`src/rtl/tensor_interface.sv`:
```
// tensor_interface: descriptor-driven tensor DMA between a config stream,
// a single-beat AR/R + AW/W/B memory port and an output result stream.
// One element is in flight at a time; an element-wise op is applied on the way.
module tensor_interface (
  input  logic         clock,
  input  logic         reset_n,
  input  logic [106:0] config_in_tdata,
  input  logic         config_in_tvalid,
  output logic         config_in_tready,
  output logic [15:0]  ar_addr,
  output logic         ar_valid,
  input  logic         ar_ready,
  input  logic [31:0]  r_data,
  input  logic         r_last,
  input  logic         r_valid,
  output logic         r_ready,
  output logic [15:0]  aw_addr,
  output logic         aw_valid,
  input  logic         aw_ready,
  output logic [31:0]  w_data,
  output logic         w_last,
  output logic         w_valid,
  input  logic         w_ready,
  input  logic         b_resp,
  input  logic         b_valid,
  output logic         b_ready,
  output logic [31:0]  out_data,
  output logic         out_last,
  output logic         out_valid,
  input  logic         out_ready
);

  localparam int unsigned DATA_W = 32;
  localparam int unsigned ADDR_W = 16;
  localparam int unsigned BASE_W = 11;
  localparam int unsigned DIM_W  = 40;
  localparam int unsigned EXT_W  = 10;

  localparam logic [1:0] MODE_READ = 2'b01;
  localparam logic [1:0] MODE_FILL = 2'b10;
  localparam logic [1:0] MODE_COPY = 2'b11;

  typedef enum logic [2:0] {
    S_IDLE, S_SETUP, S_RD_ADDR, S_RD_DATA, S_OUT, S_WR_ADDR, S_WR_DATA, S_WR_RESP
  } state_t;

  // Element-wise operation applied to each element on its way through.
  function automatic logic [DATA_W-1:0] apply_op(input logic [2:0] sel, input logic [DATA_W-1:0] x);
    case (sel)
      3'd1:    return -x;
      3'd2:    return x[DATA_W-1] ? DATA_W'(0) : x;
      3'd3:    return x + DATA_W'(1);
      3'd4:    return {x[DATA_W-2:0], 1'b0};
      3'd5:    return x[DATA_W-1] ? -x : x;
      default: return x;
    endcase
  endfunction

  // One dimension extent; a zero extent counts as one.
  function automatic logic [DIM_W-1:0] extent(input logic [EXT_W-1:0] d);
    return (d == '0) ? DIM_W'(1) : DIM_W'(d);
  endfunction

  state_t              state, state_n;
  logic [1:0]          mode, mode_n;
  logic [2:0]          op, op_n;
  logic [BASE_W-1:0]   rd_base, rd_base_n, wr_base, wr_base_n;
  logic [DIM_W-1:0]    dim, dim_n, num, num_n, idx, idx_n;
  logic [DATA_W-1:0]   elem, elem_n;
  logic                err, err_n;
  logic                accept, is_last, last_n;
  logic                unused_ok;

  assign accept    = config_in_tvalid & config_in_tready;
  assign is_last   = (idx == num - DIM_W'(1));
  // r_last carries no information here (element counting is internal); the
  // error flag is kept for observability from inside the block only.
  assign unused_ok = ^{r_last, err};

  // Next-state and datapath update for the transfer sequencer.
  always_comb begin
    state_n   = state;
    mode_n    = mode;
    op_n      = op;
    rd_base_n = rd_base;
    wr_base_n = wr_base;
    dim_n     = dim;
    num_n     = num;
    idx_n     = idx;
    elem_n    = elem;
    err_n     = err;
    case (state)
      S_IDLE: begin
        if (accept) begin
          mode_n    = config_in_tdata[106:105];
          op_n      = config_in_tdata[104:102];
          rd_base_n = config_in_tdata[101:91];
          wr_base_n = config_in_tdata[50:40];
          dim_n     = (config_in_tdata[106:105] == MODE_FILL) ? config_in_tdata[39:0]
                                                              : config_in_tdata[90:51];
          err_n     = 1'b0;
          state_n   = S_SETUP;
        end
      end
      S_SETUP: begin
        num_n  = extent(dim[9:0]) * extent(dim[19:10]) * extent(dim[29:20]) * extent(dim[39:30]);
        idx_n  = '0;
        elem_n = apply_op(op, DATA_W'(0));
        case (mode)
          MODE_READ, MODE_COPY: state_n = S_RD_ADDR;
          MODE_FILL:            state_n = S_WR_ADDR;
          default:              state_n = S_IDLE;
        endcase
      end
      S_RD_ADDR: if (ar_ready) state_n = S_RD_DATA;
      S_RD_DATA: begin
        if (r_valid) begin
          elem_n  = apply_op(op, r_data);
          state_n = (mode == MODE_COPY) ? S_WR_ADDR : S_OUT;
        end
      end
      S_OUT: begin
        if (out_ready) begin
          idx_n   = idx + DIM_W'(1);
          state_n = is_last ? S_IDLE : S_RD_ADDR;
        end
      end
      S_WR_ADDR: if (aw_ready) state_n = S_WR_DATA;
      S_WR_DATA: if (w_ready) state_n = S_WR_RESP;
      S_WR_RESP: begin
        if (b_valid) begin
          if (b_resp) err_n = 1'b1;
          idx_n = idx + DIM_W'(1);
          if (is_last)                 state_n = S_IDLE;
          else if (mode == MODE_COPY)  state_n = S_RD_ADDR;
          else                         state_n = S_WR_ADDR;
        end
      end
      default: state_n = S_IDLE;
    endcase
    last_n = (idx_n == num_n - DIM_W'(1));
  end

  // State, descriptor and registered bus outputs derived from the next state.
  always_ff @(posedge clock) begin
    if (!reset_n) begin
      state            <= S_IDLE;
      mode             <= '0;
      op               <= '0;
      rd_base          <= '0;
      wr_base          <= '0;
      dim              <= '0;
      num              <= '0;
      idx              <= '0;
      elem             <= '0;
      err              <= 1'b0;
      config_in_tready <= 1'b0;
      ar_addr          <= '0;
      ar_valid         <= 1'b0;
      r_ready          <= 1'b0;
      aw_addr          <= '0;
      aw_valid         <= 1'b0;
      w_data           <= '0;
      w_last           <= 1'b0;
      w_valid          <= 1'b0;
      b_ready          <= 1'b0;
      out_data         <= '0;
      out_last         <= 1'b0;
      out_valid        <= 1'b0;
    end else begin
      state            <= state_n;
      mode             <= mode_n;
      op               <= op_n;
      rd_base          <= rd_base_n;
      wr_base          <= wr_base_n;
      dim              <= dim_n;
      num              <= num_n;
      idx              <= idx_n;
      elem             <= elem_n;
      err              <= err_n;
      config_in_tready <= (state_n == S_IDLE);
      ar_addr          <= ADDR_W'(rd_base) + idx_n[ADDR_W-1:0];
      ar_valid         <= (state_n == S_RD_ADDR);
      r_ready          <= (state_n == S_RD_DATA);
      aw_addr          <= ADDR_W'(wr_base) + idx_n[ADDR_W-1:0];
      aw_valid         <= (state_n == S_WR_ADDR);
      w_data           <= elem_n;
      w_last           <= (state_n == S_WR_DATA) && last_n;
      w_valid          <= (state_n == S_WR_DATA);
      b_ready          <= (state_n == S_WR_RESP);
      out_data         <= elem_n;
      out_last         <= (state_n == S_OUT) && last_n;
      out_valid        <= (state_n == S_OUT);
    end
  end

endmodule

```
`config.mk`:
```
export PLATFORM = sky130hd
export DESIGN_NAME = tensor_interface
export DESIGN_NICKNAME = d
export VERILOG_FILES = /design/src/rtl/tensor_interface.sv
export SDC_FILE = /design/constraint.sdc
export NUM_CORES = 2
export LEC_CHECK = 0
export BUFFER_PORTS_ARGS = -buffer_cell sky130_fd_sc_hd__buf_4
export CAP_MARGIN = 10
export CORE_AREA = 2 2 269 271
export DETAILED_ROUTE_END_ITERATION = 7
export DIE_AREA = 0 0 271 273
export PLACE_DENSITY = 0.68
export SETUP_SLACK_MARGIN = 0.15
export SLEW_MARGIN = 40
export SYNTH_ARGS = -nofsm -noshare
export SYNTH_HDL_FRONTEND = slang
export SYNTH_SLANG_ARGS = --single-unit
```
`constraint.sdc`:
```
create_clock -name clock -period 21.7 [get_ports clock]
set_input_delay 5.425 -clock clock [delete_from_list [all_inputs] [get_ports clock]]
set_output_delay 5.425 -clock clock [all_outputs]
set_load 0.02 [all_outputs]
```
* Yosys cells after proc, flatten, opt, wreduce, memory -nomap -nowiden
Cells that the tools add are included.
Word-level totals: register bits 223, latch bits 0, bits in writable memories 0, memory bits (read-only) 0, input bits 150, output and inout bits 105, logic and storage cells 96, memories 0
Operators by class: add/subtract/negate cells 7, multipliers 3, divide/modulo/power cells 0, magnitude comparators 0, equality and inequality tests 25, shifts and indexed selects 0, multiplexer cells 28, bitwise operators 1, reductions and logical operators 12
Operator list (number):
- 2-to-1 mux 40 bit | 4
- case mux 32 bit (5 select lines) | 1
- case mux 40 bit (3 select lines) | 1
- equality test 40 bit | 2
- subtractor 40 x 1 -> 40 bit, second input constant | 2
- 2-to-1 mux 32 bit | 2
- case mux 32 bit (2 select lines) | 1
- adder 40 x 1 -> 40 bit, second input constant | 1
- zero test 10 bit | 4
- multiplier 30 x 10 -> 40 bit | 1
- 2-to-1 mux 10 bit | 4
- adder 11 x 16 -> 16 bit | 2
- adder 32 x 1 -> 32 bit, second input constant | 1
- negation 32 bit | 1
- 2-to-1 mux 31 bit | 1
- equality test 3 bit, second input constant | 10
- multiplier 20 x 10 -> 30 bit | 1
- 2-to-1 mux 3 bit | 9
- case mux 3 bit (8 select lines) | 1
- multiplier 10 x 10 -> 20 bit | 1
- equality test 3 x 2 -> 1 bit, second input constant | 6
- equality test 2 bit, second input constant | 3
- equality test 3 x 1 -> 1 bit, second input constant | 2
- zero test 3 bit | 2
- other kinds (10) | 13

* Longest topological paths before layout
depth after elaboration 9, gate-level depth with buffers 66, depth with buffers taken out 64

* Worst setup path after synthesis
Ideal clock, no wire load.
kind reg2reg, start point register dim[11], end point register out_last, setup time 96 ps, arrival time 15664 ps, required time 21604 ps, slack 5940 ps, cell stages (with the launch flop) 63, path buffers 2, period minus slack after synthesis 15760 ps, cells stage by stage dfxtp_1 clkbuf_1 nand2_1 fa_1 inv_1 fa_1 inv_1 fa_1 inv_1 fa_1 inv_1 fa_1 inv_1 ha_1 a21boi_0 o21ai_0 a21boi_0 o21ai_0 [27 not listed] inv_1 fa_1 inv_1 ha_1 buf_2 a21oi_1 o21ai_0 a2111oi_0 a21oi_1 a211oi_1 o211a_1 or4b_1 or3_1 nor3_2 nand4_1 a2111oi_4 nand4_1 nor4b_1
Between the ends: cells in the longest elaborated chain, start to end 9
RTL lines:
- from (decl) | line 68 | logic [DIM_W-1:0] dim, dim_n, num, num_n, idx, idx_n;
- from (signal assigned) | line 176 | dim <= dim_n;
- zero test 10 bit | line 61 | return (d == '0) ? DIM_W'(1) : DIM_W'(d);
- 2-to-1 mux 10 bit * | line 61
- multiplier 10 x 10 -> 20 bit * | line 106 | num_n = extent(dim[9:0]) * extent(dim[19:10]) * extent(dim[29:20]) * extent(dim[39:30]);
- multiplier 20 x 10 -> 30 bit * | line 106
- multiplier 30 x 10 -> 40 bit * | line 106
- 2-to-1 mux 40 bit * | line 92 | case (state)
- subtractor 40 x 1 -> 40 bit * | line 141 | last_n = (idx_n == num_n - DIM_W'(1));
- equality test 40 bit * | line 141
- logical AND 1 bit * | line 192 | out_last <= (state_n == S_OUT) && last_n;
- to (signal assigned) | line 192
- to (decl) | line 28 | output logic out_last,
Every way passes the cells marked *; elsewhere a longest branch is shown, timed or not. A chain may end at the register's enable or synchronous reset.

* Final worst setup path
start point register dim[6], end point register w_last
Between the ends: cells in the longest elaborated chain, start to end 9
RTL lines:
- zero test 10 bit | line 61
- 2-to-1 mux 10 bit * | line 61
- multiplier 10 x 10 -> 20 bit * | line 106
- multiplier 20 x 10 -> 30 bit * | line 106
- multiplier 30 x 10 -> 40 bit * | line 106
- 2-to-1 mux 40 bit * | line 92
- subtractor 40 x 1 -> 40 bit * | line 141
- equality test 40 bit * | line 141
- logical AND 1 bit * | line 188 | w_last <= (state_n == S_WR_DATA) && last_n;
- to (signal assigned) | line 188
- to (decl) | line 21 | output logic w_last,
Marks and branches as above.

==> flow_metrics.tcl <==
set metrics [dict create \
    async_flop_share 0 \
    critPathLaunchType "register" \
    path_clk_slew_ps 70 \
    synth_seq_cells 223 \
    max_freq_ghz 0.05537 \
    finalInstanceArea_sq_um 38570 \
    cp_slowest_cell "fa_1" \
    cp-startpoint "dim[6]" \
    die-area_sq_um 73980 \
    antenna_found_initial 3 \
    syn_area_sq_um 35120 \
    clkLatencyLatePin_ps 580 \
    worstPathMaxFanout 12 \
    synthFlopType "dfxtp_1" \
    start_util 0.4946 \
    cts.htree.levels 1 \
    numPortBuffers 252 \
    setup_viol 0 \
    place_congestion 0.9387 \
    first_global_vias 30920 \
    slowest_delay_ps 570 \
    required_ps 22150 \
    drive_gt1_frac 0.1007 \
    cts_resized 0 \
    synth_edf_count 0 \
    netlist_instances 4416 \
    power.leakage_nw 17.76 \
    synth.distinct_cells 102 \
    outcome "complete, no violations" \
    seq_area_sq_um 4469 \
    cts_buffer_depth 3 \
    multiInputGateArea_sq_um 27790 \
    powerDensity_nw_per_um2 56.72 \
    ys_seq_area_frac 0.1271 \
    period_share 0.8323 \
    grt_pass1_wl_microns 162800 \
    ir_worst_vdd_v 0.00006022 \
    dr.pass1.iters 6 \
    viasPerCell 5.726 \
    path_class "register to register" \
    ant_nets 0 \
    setup_tns_ps 0 \
    grt_use_total 0.2654 \
    drcViolationCount 0 \
    rows 98 \
    cts.sinks 223 \
    worst-slew-pin-transition_ps 834.5 \
    drv_cap 0 \
    finalHoldViolations 0 \
    nFillCells 6740 \
    cp-end-kind "register" \
    rsz0062_at_grt "false" \
    wirelength_microns 97080 \
    crit_end "w_last" \
    fp.dieH_microns 273 \
    syn-num-nets 5217 \
    numCtsBuffers 26 \
    drt-initial-drc-count 2122 \
    vias 31100 \
    cp.arrival_ps 18510 \
    drv_slew 0 \
    r2r_end "w_last" \
    syn_avg_cell_area_sq_um 7.952 \
    die_w_microns 271 \
    r2r_slack_ps 3640 \
    core-area_sq_um 71000 \
    place_hpwl_microns 76010 \
    timing.rr.start "dim[6]" \
    cts_root_buf "clkbuf_16" \
    overflow 0 \
    max_slew_margin 0.4277 \
    clock_skew_ps 37.73 \
    yosysWarnings 0 \
    finalNetCount 5259 \
    min_period_ps 18060 \
    reg2reg_depth 65 \
    post_cts_buffers 0 \
    grt_max_degree 105 \
    hp-class "register to register" \
    synthToLayoutAreaGrowth_pct 9.841 \
    io_pins 255 \
    crit_path_frequent_cell "fa_1" \
    wire_per_inst_microns 17.88 \
    postCtsHoldBufs 0 \
    dpl_cell_area_sq_um 37570 \
    tritoncts "yes" \
]
==> critical path, delay by kind of cell, from the launching register on <==
family	cells	cell delay, ps
compound gates	14	3200
xor+xnor	3	860
fa+ha+maj	18	7860
buf+inv	13	1070
flops	1	490
simple gates	17	4420
==> cell usage after synthesis, types with 17 or more instances <==
cell      number  area [sq um]
nand2_1      503          1888
inv_1        501          1881
fa_1         428          8568
nor2_1       328          1231
and2_1       305          1908
a21oi_1      229          1146
dfxtp_1      223          4464
ha_1         223          2790
clkbuf_1     217         814.5
o21ai_0      138         690.7
xnor2_1      123          1077
nor3_1        97         485.5
nand3_1       88         440.4
a31oi_1       70         437.9
a211oi_1      65         488.0
mux2i_1       65         650.6
xor2_1        51         446.7
nand4_1       49         306.5
a21o_1        47         352.8
nor2b_1       45         281.5
nand2b_1      40         250.2
and3_1        36         225.2
buf_4         32         240.2
nor4_1        32         200.2
o21a_1        32         240.2
or3_1         27         168.9
o22ai_1       22         137.6
buf_1         21         78.83
o211ai_1      18         135.1
o21bai_1      18         135.1
or4_1         18         135.1
o31ai_1       17         127.6
==> worst min-delay path by stage <==
stage | start | to | slack [ps] | cells after the start
after floorplan | rd_base[0] | rd_base[0] | 440 | 2
after detailed placement | wr_base[0] | wr_base[0] | 450 | 2
after global routing | wr_base[4] | wr_base[4] | 480 | 2
after CTS | wr_base[3] | wr_base[3] | 460 | 2
after global placement | rd_base[0] | rd_base[0] | 450 | 2
final | rd_base[6] | rd_base[6] | 460 | 2
==> cells by family after synthesis <==
family | Yosys count | share of synthesized area
muxes | 70 | 0.02013
AOI/OAI and AO/OA | 846 | 0.1599
xor gates and xnor gates | 175 | 0.04386
adders and majority gates | 651 | 0.3234
buffers and inverters | 789 | 0.08886
DFF | 223 | 0.1271
and+or+nand+nor | 1662 | 0.2367
==> power by group <==
part / switching (W) / internal, W / leakage (nW)
combinational: 0.000769 / 0.000461 / 15.5
sequential: 0.0000312 / 0.000425 / 1.81
clock: 0.000197 / 0.000304 / 0.478
total: 0.000997 / 0.00119 / 17.8
==> placed cells by master (no fill, tap or decap), types with 15 or more instances in the layout <==
| master | netlist | final |
|---|---|---|
| a211oi_1 | 65 | 65 |
| a21o_1 | 47 | 47 |
| a21oi_1 | 229 | 226 |
| a31oi_1 | 70 | 69 |
| and2_1 | 305 | 305 |
| and3_1 | 36 | 36 |
| buf_4 | 32 | 298 |
| clkbuf_16 | 0 | 26 |
| dfxtp_1 | 223 | 219 |
| fa_1 | 428 | 428 |
| ha_1 | 223 | 223 |
| inv_1 | 501 | 501 |
| mux2i_1 | 65 | 65 |
| nand2_1 | 503 | 502 |
| nand2b_1 | 40 | 40 |
| nand3_1 | 88 | 88 |
| nand4_1 | 49 | 49 |
| nand4b_1 | 15 | 15 |
| nor2_1 | 328 | 322 |
| nor2b_1 | 45 | 44 |
| nor3_1 | 97 | 93 |
| nor4_1 | 32 | 30 |
| o211ai_1 | 18 | 18 |
| o21a_1 | 32 | 31 |
| o21ai_0 | 138 | 137 |
| o21bai_1 | 18 | 18 |
| o22ai_1 | 22 | 22 |
| o31ai_1 | 17 | 17 |
| or2_2 | 15 | 15 |
| or3_1 | 27 | 27 |
| or4_1 | 18 | 18 |
| xnor2_1 | 123 | 111 |
| xor2_1 | 51 | 48 |
==> registers in the layout (all words and copies together) (netlist names), 11 cells and up <==
| signal | cells |
|---|---|
| aw_addr | 16 |
| num | 40 |
| dim | 40 |
| rd_base | 11 |
| wr_base | 11 |
| ar_addr | 16 |
| idx | 40 |
| elem | 32 |
==> routing by layer <==
layer  global-route usage  up-vias  routed length, microns
li1                     -    14860                       -
met4              0.07546        0                    2522
met1               0.3668    15230                   44000
met3              0.02618      128                    5019
met2               0.4423      879                   45540
met5                    0        -                       0
==> final cells by class <==
class / instances / share of cell area
clock buffer: 30 / 0.01803
antenna: 3 / 0.0001946
inverter: 503 / 0.04908
clock inverter: 18 / 0.007233
timing repair buffer: 300 / 0.05842
multi-input combinational: 3404 / 0.7204
tap: 950 / 0.03082
sequential: 223 / 0.1159
==> stage by stage <==
stage | hold slack, ps | worst slack (ps) | cells | power, W | utilization
finish | 464.8 | 3639 | 5431 | 0.002188 | 0.5433
global route | 483.5 | 2286 | 5431 | 0.002350 | 0.5433
CTS | 462.9 | 3779 | 5428 | 0.002186 | 0.5430
detailed placement | 453.2 | 3912 | 5380 | 0.001663 | 0.5293
global placement | 448.6 | 3605 | 5379 | 0.001646 | 0.5265
floorplan | 440.6 | 5940 | 4416 | 0.001327 | -
(Power assumes the default switching activity.)
